**config.mk**
```make
export PLATFORM = sky130hd
export DESIGN_NAME = uart_tx_dma
export DESIGN_NICKNAME = d
export VERILOG_FILES = /design/src/rtl/uart_tx_dma.sv
export SDC_FILE = /design/constraint.sdc
export NUM_CORES = 1
export LEC_CHECK = 0
export BUFFER_PORTS_ARGS = -buffer_cell sky130_fd_sc_hd__buf_2
export CORE_ASPECT_RATIO = 0.7
export CORE_MARGIN = 1
export CORE_UTILIZATION = 40
export DETAILED_ROUTE_END_ITERATION = 10
export PLACE_DENSITY = 0.59
export SLEW_MARGIN = 20
export SYNTH_ARGS = -nofsm -noshare
export SYNTH_HDL_FRONTEND = slang
export SYNTH_SLANG_ARGS = --single-unit
```
**constraint.sdc**
```tcl
create_clock -name clk -period 6.5 [get_ports clk]
set_clock_uncertainty 0.1 [all_clocks]
set_input_delay 0.975 -clock clk [delete_from_list [all_inputs] [get_ports clk]]
set_output_delay 0.975 -clock clk [all_outputs]
set_load 0.02 [all_outputs]
```
**src/rtl/uart_tx_dma.sv**
```systemverilog
// Byte-stream DMA for the UART transmit path: fetches words over a Wishbone master,
// polls TX_FIFO_FULL and writes each byte to the UART TX register.
module uart_tx_dma #(
   parameter logic [31:0] UART_BASE  = 32'h4000_0000,
   parameter int unsigned LEN_BITS   = 16,
   parameter int unsigned POLL_DELAY = 16
) (
   input  logic        clk,
   input  logic        rst_n,
   input  logic        cfg_cyc_i,
   input  logic        cfg_stb_i,
   input  logic        cfg_we_i,
   input  logic [31:0] cfg_addr_i,
   input  logic [31:0] cfg_data_i,
   output logic [31:0] cfg_data_o,
   output logic        cfg_ack_o,
   output logic        m_cyc_o,
   output logic        m_stb_o,
   output logic        m_we_o,
   output logic [31:0] m_addr_o,
   output logic [31:0] m_data_o,
   input  logic [31:0] m_data_i,
   input  logic        m_ack_i,
   output logic        irq_o
);

   localparam int unsigned CW = $clog2(POLL_DELAY + 1);

   typedef enum logic [2:0] {
      S_IDLE, S_FETCH, S_POLL, S_BACKOFF, S_WRITE, S_NEXT, S_DONE
   } state_t;

   state_t              state;
   logic [31:0]         src_addr;
   logic [LEN_BITS-1:0] len_reg;
   logic [LEN_BITS-1:0] remaining;
   logic [31:0]         cur_addr;
   logic [31:0]         word_buf;
   logic [CW-1:0]       backoff_cnt;
   logic                irq_en, busy, done, aborted;
   logic                start_pend, abort_req;

   logic        cfg_req, cfg_wr, ctrl_wr, stat_wr;
   logic [1:0]  cfg_sel;
   logic [31:0] cfg_rdata;
   logic [15:0] rem16;
   logic [7:0]  tx_byte;
   logic        req_we;
   logic [31:0] req_addr, req_data;
   logic        cfg_addr_unused;

   assign cfg_sel         = cfg_addr_i[3:2];
   assign cfg_req         = cfg_cyc_i & cfg_stb_i & ~cfg_ack_o;
   assign cfg_wr          = cfg_req & cfg_we_i;
   assign ctrl_wr         = cfg_wr && (cfg_sel == 2'b10);
   assign stat_wr         = cfg_wr && (cfg_sel == 2'b11);
   assign rem16           = 16'(remaining);
   assign tx_byte         = word_buf[{cur_addr[1:0], 3'b000} +: 8];
   assign irq_o           = done & irq_en;
   assign cfg_addr_unused = ^{cfg_addr_i[31:4], cfg_addr_i[1:0]};

   always_comb begin
      cfg_rdata = '0;
      unique case (cfg_sel)
         2'b00:   cfg_rdata = src_addr;
         2'b01:   cfg_rdata = 32'(len_reg);
         2'b10:   cfg_rdata = {29'b0, irq_en, 2'b00};
         default: cfg_rdata = {rem16, 13'b0, aborted, done, busy};
      endcase
   end

   // BACKOFF issues the next poll directly, so it shares the POLL request.
   always_comb begin
      req_we   = 1'b0;
      req_addr = UART_BASE + 32'h10;
      req_data = '0;
      if (state == S_FETCH) begin
         req_addr = {cur_addr[31:2], 2'b00};
      end else if (state == S_WRITE) begin
         req_we   = 1'b1;
         req_addr = UART_BASE;
         req_data = {24'b0, tx_byte};
      end
   end

   always_ff @(posedge clk or negedge rst_n) begin
      if (!rst_n) begin
         cfg_ack_o  <= 1'b0;
         cfg_data_o <= '0;
         src_addr   <= '0;
         len_reg    <= '0;
         irq_en     <= 1'b0;
      end else begin
         cfg_ack_o <= cfg_cyc_i & cfg_stb_i & ~cfg_ack_o;
         if (cfg_req) cfg_data_o <= cfg_we_i ? '0 : cfg_rdata;
         if (cfg_wr) begin
            unique case (cfg_sel)
               2'b00:   if (!busy) src_addr <= cfg_data_i;
               2'b01:   if (!busy) len_reg <= cfg_data_i[LEN_BITS-1:0];
               2'b10:   irq_en <= cfg_data_i[2];
               default: ;
            endcase
         end
      end
   end

   always_ff @(posedge clk or negedge rst_n) begin
      if (!rst_n) begin
         state       <= S_IDLE;
         remaining   <= '0;
         cur_addr    <= '0;
         word_buf    <= '0;
         backoff_cnt <= '0;
         busy        <= 1'b0;
         done        <= 1'b0;
         aborted     <= 1'b0;
         start_pend  <= 1'b0;
         abort_req   <= 1'b0;
         m_cyc_o     <= 1'b0;
         m_stb_o     <= 1'b0;
         m_we_o      <= 1'b0;
         m_addr_o    <= '0;
         m_data_o    <= '0;
      end else begin
         start_pend <= ctrl_wr & cfg_data_i[0];
         if (ctrl_wr && cfg_data_i[1] && busy) abort_req <= 1'b1;
         if (stat_wr && cfg_data_i[1]) done <= 1'b0;
         if (stat_wr && cfg_data_i[2]) aborted <= 1'b0;

         unique case (state)
            S_IDLE: begin
               abort_req <= 1'b0;
               if (start_pend) begin
                  if (len_reg == '0) begin
                     done <= 1'b1;
                  end else begin
                     cur_addr  <= src_addr;
                     remaining <= len_reg;
                     busy      <= 1'b1;
                     done      <= 1'b0;
                     aborted   <= 1'b0;
                     state     <= S_FETCH;
                  end
               end
            end
            // Abort is only honoured between transactions so a bus cycle is never cut short.
            S_FETCH, S_POLL, S_WRITE: begin
               if (!m_cyc_o) begin
                  if (abort_req) begin
                     busy      <= 1'b0;
                     aborted   <= 1'b1;
                     abort_req <= 1'b0;
                     state     <= S_IDLE;
                  end else begin
                     m_cyc_o  <= 1'b1;
                     m_stb_o  <= 1'b1;
                     m_we_o   <= req_we;
                     m_addr_o <= req_addr;
                     m_data_o <= req_data;
                  end
               end else if (m_ack_i) begin
                  m_cyc_o <= 1'b0;
                  m_stb_o <= 1'b0;
                  if (state == S_FETCH) begin
                     word_buf <= m_data_i;
                     state    <= S_POLL;
                  end else if (state == S_POLL) begin
                     if (m_data_i[0]) begin
                        backoff_cnt <= CW'(POLL_DELAY - 1);
                        state       <= S_BACKOFF;
                     end else begin
                        state <= S_WRITE;
                     end
                  end else begin
                     cur_addr  <= cur_addr + 32'd1;
                     remaining <= remaining - LEN_BITS'(1);
                     state     <= S_NEXT;
                  end
               end
            end
            S_BACKOFF: begin
               if (abort_req) begin
                  busy      <= 1'b0;
                  aborted   <= 1'b1;
                  abort_req <= 1'b0;
                  state     <= S_IDLE;
               end else if (backoff_cnt == '0) begin
                  m_cyc_o  <= 1'b1;
                  m_stb_o  <= 1'b1;
                  m_we_o   <= req_we;
                  m_addr_o <= req_addr;
                  m_data_o <= req_data;
                  state    <= S_POLL;
               end else begin
                  backoff_cnt <= backoff_cnt - CW'(1);
               end
            end
            S_NEXT: begin
               if (abort_req) begin
                  busy      <= 1'b0;
                  aborted   <= 1'b1;
                  abort_req <= 1'b0;
                  state     <= S_IDLE;
               end else if (remaining == '0) begin
                  state <= S_DONE;
               end else if (cur_addr[1:0] == 2'b00) begin
                  state <= S_FETCH;
               end else begin
                  state <= S_POLL;
               end
            end
            S_DONE: begin
               busy  <= 1'b0;
               done  <= 1'b1;
               state <= S_IDLE;
            end
            default: state <= S_IDLE;
         endcase
      end
   end

endmodule

```
==> results.md, run 1 <==
* WL/cell at between 15 and 20 µm
* Cell count of the worst reg-to-reg path at 6
* Total leakage power at ~5.6 nW
* H-tree depth at 1
* Clock latency on the worst-skew pair at between 0.5 and 0.6 ns
* Worst min-delay path category: in -> async
* Clock sinks at around 220
* Most used cells in the layout excluding fill and tap cells: sky130_fd_sc_hd__dfrtp_1, sky130_fd_sc_hd__buf_2, sky130_fd_sc_hd__nand2_1
* Max Root-Sink Buffers at 3
* Setup CP Type: reg -> reg
* Die area at about 27000 µm²
* Max stage delay on crit path at approximately 0.91 ns
* Cell Pwr Density at 488 nW/µm²
* All-layer global routing usage at 0.210
* Portion of the post-synthesis area used by sequential elements at 0.507
* EDFF count, synth at 0
* Setup bufs post-CTS at 0
* Remaining antenna violation count after routing at 0
* Post-cts gate resize count at 0
* Cell-by-cell trace of the critical path: o21ai_0, o21a_2, buf_4, nor2_1, a31oi_1, o22a_1
* Fraction of layout instances using a drive strength above 1 at 0.275
* Arrival time reported for the critical path endpoint at 3.46 ns
* Gp weighted congestion at between 0.8 and 0.9
* Critical Path Sink Type: register
* Post-synthesis cell type with the largest combined area: sky130_fd_sc_hd__dfrtp_1
* Smallest setup slack after layout at around 3.4 ns
* Final Max Tran Viols at 0
* Vias in the first global route at 7786
* Period utilization at 0.478
* Share of the synthesized area in the top cell type at 0.507
* Area grow syn2layout at 15.9%
* Maximum clock frequency at ~0.32 GHz
* # nets final at around 1.2k
* Number of I/O pins at ~200
* Most used DFF post-synth: sky130_fd_sc_hd__dfrtp_1
* Largest fanout of any net on the critical path at between 50 and 60
* Startpoint of the most critical register-to-register path: state[0]$_DFFE_PN0P_
* Antenna violations before repair at 2
* Number of buffers added to fix hold violations after cts at 0
* Die outline width at 197 µm
* Via Count at ~8k
* Crit path from: state[0]$_DFFE_PN0P_
* Reported max-cap violation count at 0
* First-pass GRT wire length at about 45 mm
* Buf/Inv on CP at 1
* CP delay by family, top: compound AO/OA/AOI/OAI gates
* Worst voltage drop across the vdd grid at between 0.3 and 0.4 mV
* Final min period at between 3 and 4 ns
* Pin count of the biggest net entering global routing at 83
* Mean Syn Cell Area at ~11 µm²
* Vias per Instance at around 5.4
* Effective utilization at floorplan at 0.411
* Final hold vios at 0
* Netlist area before placement at about 11000 µm²
* Netlist cell types at 64
* Core Region at between 20000 and 30000 µm²
* Violation count after the first detailed-routing iteration at roughly 680
* Status: complete, no violations
* Number of register bits inferred by synthesis at approximately 220
* Clock edge transition at the registers on the reported setup and hold paths at roughly 0.060 ns
* Setup slack at placement at roughly 3.4 ns
* Count of yosys warnings during synthesis at 0
* Total CTS buffers at 24
* Number of cell rows at slightly below 50
* Initial DRT Pass Iterations at 5
* Number of I/O port buffers at 146
* Required time at the endpoint of the critical path at between 6 and 7 ns
* Synthesized instance count at around 1.0k
* Cell types occupying the most area after synthesis: sky130_fd_sc_hd__dfrtp_1, sky130_fd_sc_hd__mux2_2, sky130_fd_sc_hd__mux2i_1, sky130_fd_sc_hd__nand2_1, sky130_fd_sc_hd__o21ai_0
* Sum of overflow across all layers after global routing at 0
* Total wire length after detailed routing at 28.2 mm
* RSZ-0062 raised after global routing: no
* Most common library cell in the layout ignoring fill and taps: sky130_fd_sc_hd__dfrtp_1
* Terminus of the critical flop-to-flop path: cur_addr[20]$_DFFE_PN0P_
* Startpoint kind of the worst setup timing path: register
* CTS tree: yes
* Register-to-register setup slack at 3.39 ns
* Buffer type at the clock tree root: sky130_fd_sc_hd__clkbuf_16
* Die height at 139 µm
* Transition time of the tightest slew-check pin at about 1.1 ns
* Setup Viol. Count Final at 0
* Slowest library cell on the worst path: sky130_fd_sc_hd__o21a_2
* Summed negative setup slack over all endpoints at 0 ns
* HPWL after DPL at between 15 and 20 mm
* Post-route DRC violation count at 0
* Worst-case headroom to the max-slew limit at 0.275
* Async set-reset flop share out of synthesis at 1.00
where the power goes:
| group | internal, mW | leakage, nW | switching (mW) | total [mW] |
|---|---|---|---|---|
| clock network | 0.809 | 0.391 | 0.558 | 1.37 |
| logic | 0.972 | 2.57 | 1.38 | 2.35 |
| registers | 1.79 | 2.63 | 0.518 | 2.31 |
synth_stat cells, types with 7 or more instances:
| library cell | n |
|---|---|
| sky130_fd_sc_hd__a21oi_1 | 51 |
| sky130_fd_sc_hd__a22o_1 | 9 |
| sky130_fd_sc_hd__a22oi_1 | 23 |
| sky130_fd_sc_hd__a2bb2oi_1 | 16 |
| sky130_fd_sc_hd__a31oi_1 | 7 |
| sky130_fd_sc_hd__and2_1 | 7 |
| sky130_fd_sc_hd__buf_1 | 10 |
| sky130_fd_sc_hd__buf_2 | 11 |
| sky130_fd_sc_hd__buf_4 | 31 |
| sky130_fd_sc_hd__clkbuf_1 | 38 |
| sky130_fd_sc_hd__dfrtp_1 | 216 |
| sky130_fd_sc_hd__inv_1 | 47 |
| sky130_fd_sc_hd__mux2_2 | 83 |
| sky130_fd_sc_hd__mux2i_1 | 43 |
| sky130_fd_sc_hd__mux4_2 | 9 |
| sky130_fd_sc_hd__nand2_1 | 112 |
| sky130_fd_sc_hd__nand3_1 | 26 |
| sky130_fd_sc_hd__nand4_1 | 16 |
| sky130_fd_sc_hd__nor2_1 | 39 |
| sky130_fd_sc_hd__nor3_1 | 17 |
| sky130_fd_sc_hd__nor4_1 | 12 |
| sky130_fd_sc_hd__o21ai_0 | 72 |
| sky130_fd_sc_hd__o22a_1 | 7 |
| sky130_fd_sc_hd__o22ai_1 | 16 |
| sky130_fd_sc_hd__o2bb2ai_1 | 7 |
how the worst max path moves through the flow:
stage | to | cells after the start
after floorplan | len_reg[10]$_DFFE_PN0P_ | 6
after global placement | m_addr_o[30]$_DFFE_PN0P_ | 7
after detailed placement | m_addr_o[4]$_DFFE_PN0P_ | 7
after CTS | m_addr_o[30]$_DFFE_PN0P_ | 7
after global routing | m_addr_o[30]$_DFFE_PN0P_ | 7
final | cur_addr[20]$_DFFE_PN0P_ | 6
through the flow:
step	utilization	power [mW]	instances	hold WS, ns	cell area, µm²
after floorplan	-	3.97	1036	0.375	10700
after global placement	0.445	4.61	1457	0.358	11500
after detailed placement	0.445	4.66	1457	0.361	11500
after CTS	0.476	6.05	1500	0.367	12300
after global routing	0.476	6.44	1501	0.386	12300
final	0.476	6.03	1501	0.327	12300
final cells by class:
class                      instances  area (µm²)
antenna                            1        2.50
clock buffer                      32         712
clock inverter                    11        93.8
fill                            2435       13600
inverter                          47         176
multi-input combinational        679        4680
sequential                       216        5410
tap                              357         447
timing repair buffer             158         831
layer usage:
layer / track usage / vias to the layer above / share of wire
li1: - / 3828 / -
met1: 0.370 / 4046 / 0.54
met2: 0.258 / 245 / 0.38
met3: 0.0338 / 34 / 0.062
met4: 0.0408 / 0 / 0.016
met5: 0 / - / 0
cell families (layout without fill, tap and decap cells):
family,Yosys count,in the layout,synth area share
flops,216,216,0.507
buf+inv,141,248,0.0647
other cells,1,27,0.000352
compound gates,245,245,0.151
mux,135,135,0.147
fa+ha+maj,6,6,0.00705
xor+xnor,4,4,0.00329
simple gates,263,263,0.119
Power figures use the tool's default switching activity.
==> run 2: changes to the inputs <==
- PLACE_DENSITY: 0.59 -> 0.61
- clock period: 6.5 -> 2.82 ns (I/O delays scaled with it)
==> run 2 against run 1 <==
Net effect: clock power is 110% higher; critical endpoint is now cur_addr[0]$_DFFE_PN0P_; highest routed layer unchanged; critical path type unchanged; critical path depth is the same; global-route usage grew 0.42 points; die area unchanged; worst hold slack worse by 0.29 ns; flip-flop and latch count unchanged; total power up 130%; utilization grew 0.59 points.
==> results.md, run 2 (synthesis gave the netlist of run 1 again) <==
* Summed negative setup slack over all endpoints at 0 ns (unchanged)
* Total stage count of the critical path at 6 (unchanged)
* Worst voltage drop across the vdd grid at 0.519 mV (+42%)
* Die area at 27300 µm² (unchanged)
* Pin count of the biggest net entering global routing at 73 (-12%)
* Effective utilization at floorplan at 0.411 (unchanged)
* Slowest library cell on the worst path: sky130_fd_sc_hd__or4_1
* Most common library cell in the layout ignoring fill and taps: sky130_fd_sc_hd__dfrtp_1
* Via Count at 8339 (+2.3%)
* Number of cell rows at 49 (unchanged)
* WL/cell at 19.0 µm (+1.2%)
* RSZ-0062 raised after global routing: no
* Number of I/O port buffers at 146 (unchanged)
* Critical Path Sink Type: register
* Total CTS buffers at 23 (-4.2%)
* Clock sinks at 216 (unchanged)
* CP delay by family, top: compound AO/OA/AOI/OAI gates
* Status: complete, no violations
* Worst-case headroom to the max-slew limit at 0.500 (+0.225)
* Setup bufs post-CTS at 0 (unchanged)
* Number of I/O pins at 203 (unchanged)
* Initial DRT Pass Iterations at 5 (unchanged)
* Cell-by-cell trace of the critical path: or4_1, o41ai_4, o21a_1, buf_12, nor3_1, a311o_1
* Post-route DRC violation count at 0 (unchanged)
* Startpoint of the most critical register-to-register path: len_reg[14]$_DFFE_PN0P_
* Die outline width at 197 µm (unchanged)
* Required time at the endpoint of the critical path at 3.10 ns (-3.75 ns)
* Vias per Instance at 5.49 (+1.0%)
* Sum of overflow across all layers after global routing at 0 (unchanged)
* Crit path from: len_reg[14]$_DFFE_PN0P_
* Core Region at 25900 µm² (unchanged)
* Cell count of the worst reg-to-reg path at 6 (unchanged)
* Max stage delay on crit path at 0.64 ns (-0.27 ns)
* Buffer type at the clock tree root: sky130_fd_sc_hd__clkbuf_16
* Filler-free cell count of the finished design at 1520 (+1.3%)
* Total leakage power at 5.69 nW (+1.7%)
* Antenna violations before repair at 1 (-1)
* HPWL after DPL at 20.4 mm (+4.8%)
* Smallest setup slack after layout at 0.253 ns (-3.14 ns)
* Max Root-Sink Buffers at 3 (unchanged)
* Period utilization at 0.910 (+0.432)
* Total power at 14.0 mW (+130%)
* End of the critical path: cur_addr[0]$_DFFE_PN0P_
* Gp weighted congestion at 0.850 (+4.2%)
* First-pass GRT wire length at 46.3 mm (+2.0%)
* Setup CP Type: reg -> reg
* Violation count after the first detailed-routing iteration at 665 (-2.6%)
* CTS tree: yes
* Setup slack at placement at 0.279 ns (-3.14 ns)
* Transition time of the tightest slew-check pin at 0.744 ns (-0.334 ns)
* Terminus of the critical flop-to-flop path: cur_addr[0]$_DFFE_PN0P_
* Register-to-register setup slack at 0.25 ns (-3.14 ns)
* H-tree depth at 1 (unchanged)
* Fraction of layout instances using a drive strength above 1 at 0.279 (+0.00411)
* Final min period at 2.57 ns (-0.540 ns)
* Placed standard-cell area at 11800 µm² (+2.2%)
* # nets final at 1256 (+1.8%)
* Clock edge transition at the registers on the reported setup and hold paths at 0.06 ns (about the same)
* Most used cells in the layout excluding fill and tap cells: sky130_fd_sc_hd__dfrtp_1, sky130_fd_sc_hd__buf_2, sky130_fd_sc_hd__nand2_1
* Remaining antenna violation count after routing at 0 (unchanged)
* Number of placed instances, taps included at 1479 (+1.5%)
* Final instance area at 12500 µm² (+1.2%)
* Largest fanout of any net on the critical path at 54 (-3.6%)
* Startpoint kind of the worst setup timing path: register
* Total wire length after detailed routing at 28.9 mm (+2.4%)
* Worst min-delay path category: in -> reg
* Post-cts gate resize count at 0 (unchanged)
* Final Max Tran Viols at 0 (unchanged)
* Buf/Inv on CP at 1 (unchanged)
* Reported max-cap violation count at 0 (unchanged)
* Area grow syn2layout at 17.3%
* Cell Pwr Density at 1120 nW/µm² (+130%)
* Final hold vios at 0 (unchanged)
* Clock latency on the worst-skew pair at 0.51 ns (about the same)
* Vias in the first global route at 7961 (+2.2%)
* Setup Viol. Count Final at 0 (unchanged)
* Die height at 139 µm (unchanged)
* Arrival time reported for the critical path endpoint at 2.85 ns (-0.61 ns)
* All-layer global routing usage at 0.214 (+0.00422)
* Maximum clock frequency at 0.390 GHz (+21%)
-- run 2: cell count changes in the layout (fill, tap and decap cells not counted) --
cell,change
sky130_fd_sc_hd__buf_12,+7
sky130_fd_sc_hd__buf_4,+15
sky130_fd_sc_hd__bufinv_16,-1
sky130_fd_sc_hd__clkbuf_1,+8
sky130_fd_sc_hd__clkbuf_16,-2
sky130_fd_sc_hd__clkinv_2,-4
sky130_fd_sc_hd__clkinv_4,-1
sky130_fd_sc_hd__clkinvlp_4,-4
sky130_fd_sc_hd__dlygate4sd3_1,+1
sky130_fd_sc_hd__nand2_1,+1
sky130_fd_sc_hd__nand2_2,-1
sky130_fd_sc_hd__nor2_1,-1
sky130_fd_sc_hd__nor2_2,+1
-- run 2: metrics by stage --
| stage | hold slack (ns) | utilization |
|---|---|---|
| detailed placement | 0.347 | 0.455 |
| floorplan | 0.0274 | - |
| global route | 0.0325 | 0.482 |
| global placement | 0.348 | 0.455 |
| CTS | 0.0266 | 0.482 |
| finish | 0.0392 | 0.482 |
-- run 2: per-layer routing --
layer / wire length, µm / part of all wire / global-route usage / up-vias
li1: - / - / - / 3868
met1: 14800 / 0.51 / 0.356 / 4130
met2: 11300 / 0.39 / 0.277 / 308
met3: 2370 / 0.082 / 0.0511 / 33
met4: 388 / 0.013 / 0.0388 / 0
met5: 0 / 0 / 0 / -
-- run 2: layout make-up --
| type | instances | area [µm²] |
|---|---|---|
| sequential | 216 | 5410 |
| clock inverter | 1 | 5.00 |
| clock buffer | 38 | 692 |
| multi-input combinational | 679 | 4680 |
| inverter | 47 | 176 |
| tap | 357 | 447 |
| timing repair buffer | 181 | 1090 |
| antenna | 1 | 2.50 |
| fill | 2374 | 13400 |
-- run 2: worst reg2reg max path, stage by stage, from the launching register on --
cell and delay [ns]:
sky130_fd_sc_hd__dfrtp_1 0.40, sky130_fd_sc_hd__or4_1 0.64, sky130_fd_sc_hd__o41ai_4 0.49, sky130_fd_sc_hd__o21a_1 0.21
sky130_fd_sc_hd__buf_12 0.26, sky130_fd_sc_hd__nor3_1 0.07, sky130_fd_sc_hd__a311o_1 0.27
-- run 2: power breakdown --
part | internal, mW | switching (mW) | total (mW) | leakage [nW]
registers | 4.14 | 1.06 | 5.19 | 2.63
logic | 2.52 | 3.40 | 5.93 | 2.72
clock network | 1.66 | 1.19 | 2.85 | 0.341
-- run 2: what timing repair did --
action                                 in CTS  in global routing
hold buffers                                1                  0
endpoints found under the hold margin      68                  0
setup endpoints to repair                   0                  0
-- run 2: how the worst min path moves through the flow --
stage,start,end,depth (start not counted)
after floorplan,rst_n,abort_req$_DFF_PN0_,0
after global placement,rst_n,m_we_o$_DFFE_PN0P_,1
after detailed placement,rst_n,m_we_o$_DFFE_PN0P_,1
after CTS,m_data_i[2],word_buf[2]$_DFFE_PN0P_,2
after global routing,m_data_i[2],word_buf[2]$_DFFE_PN0P_,2
final,m_data_i[2],word_buf[2]$_DFFE_PN0P_,2
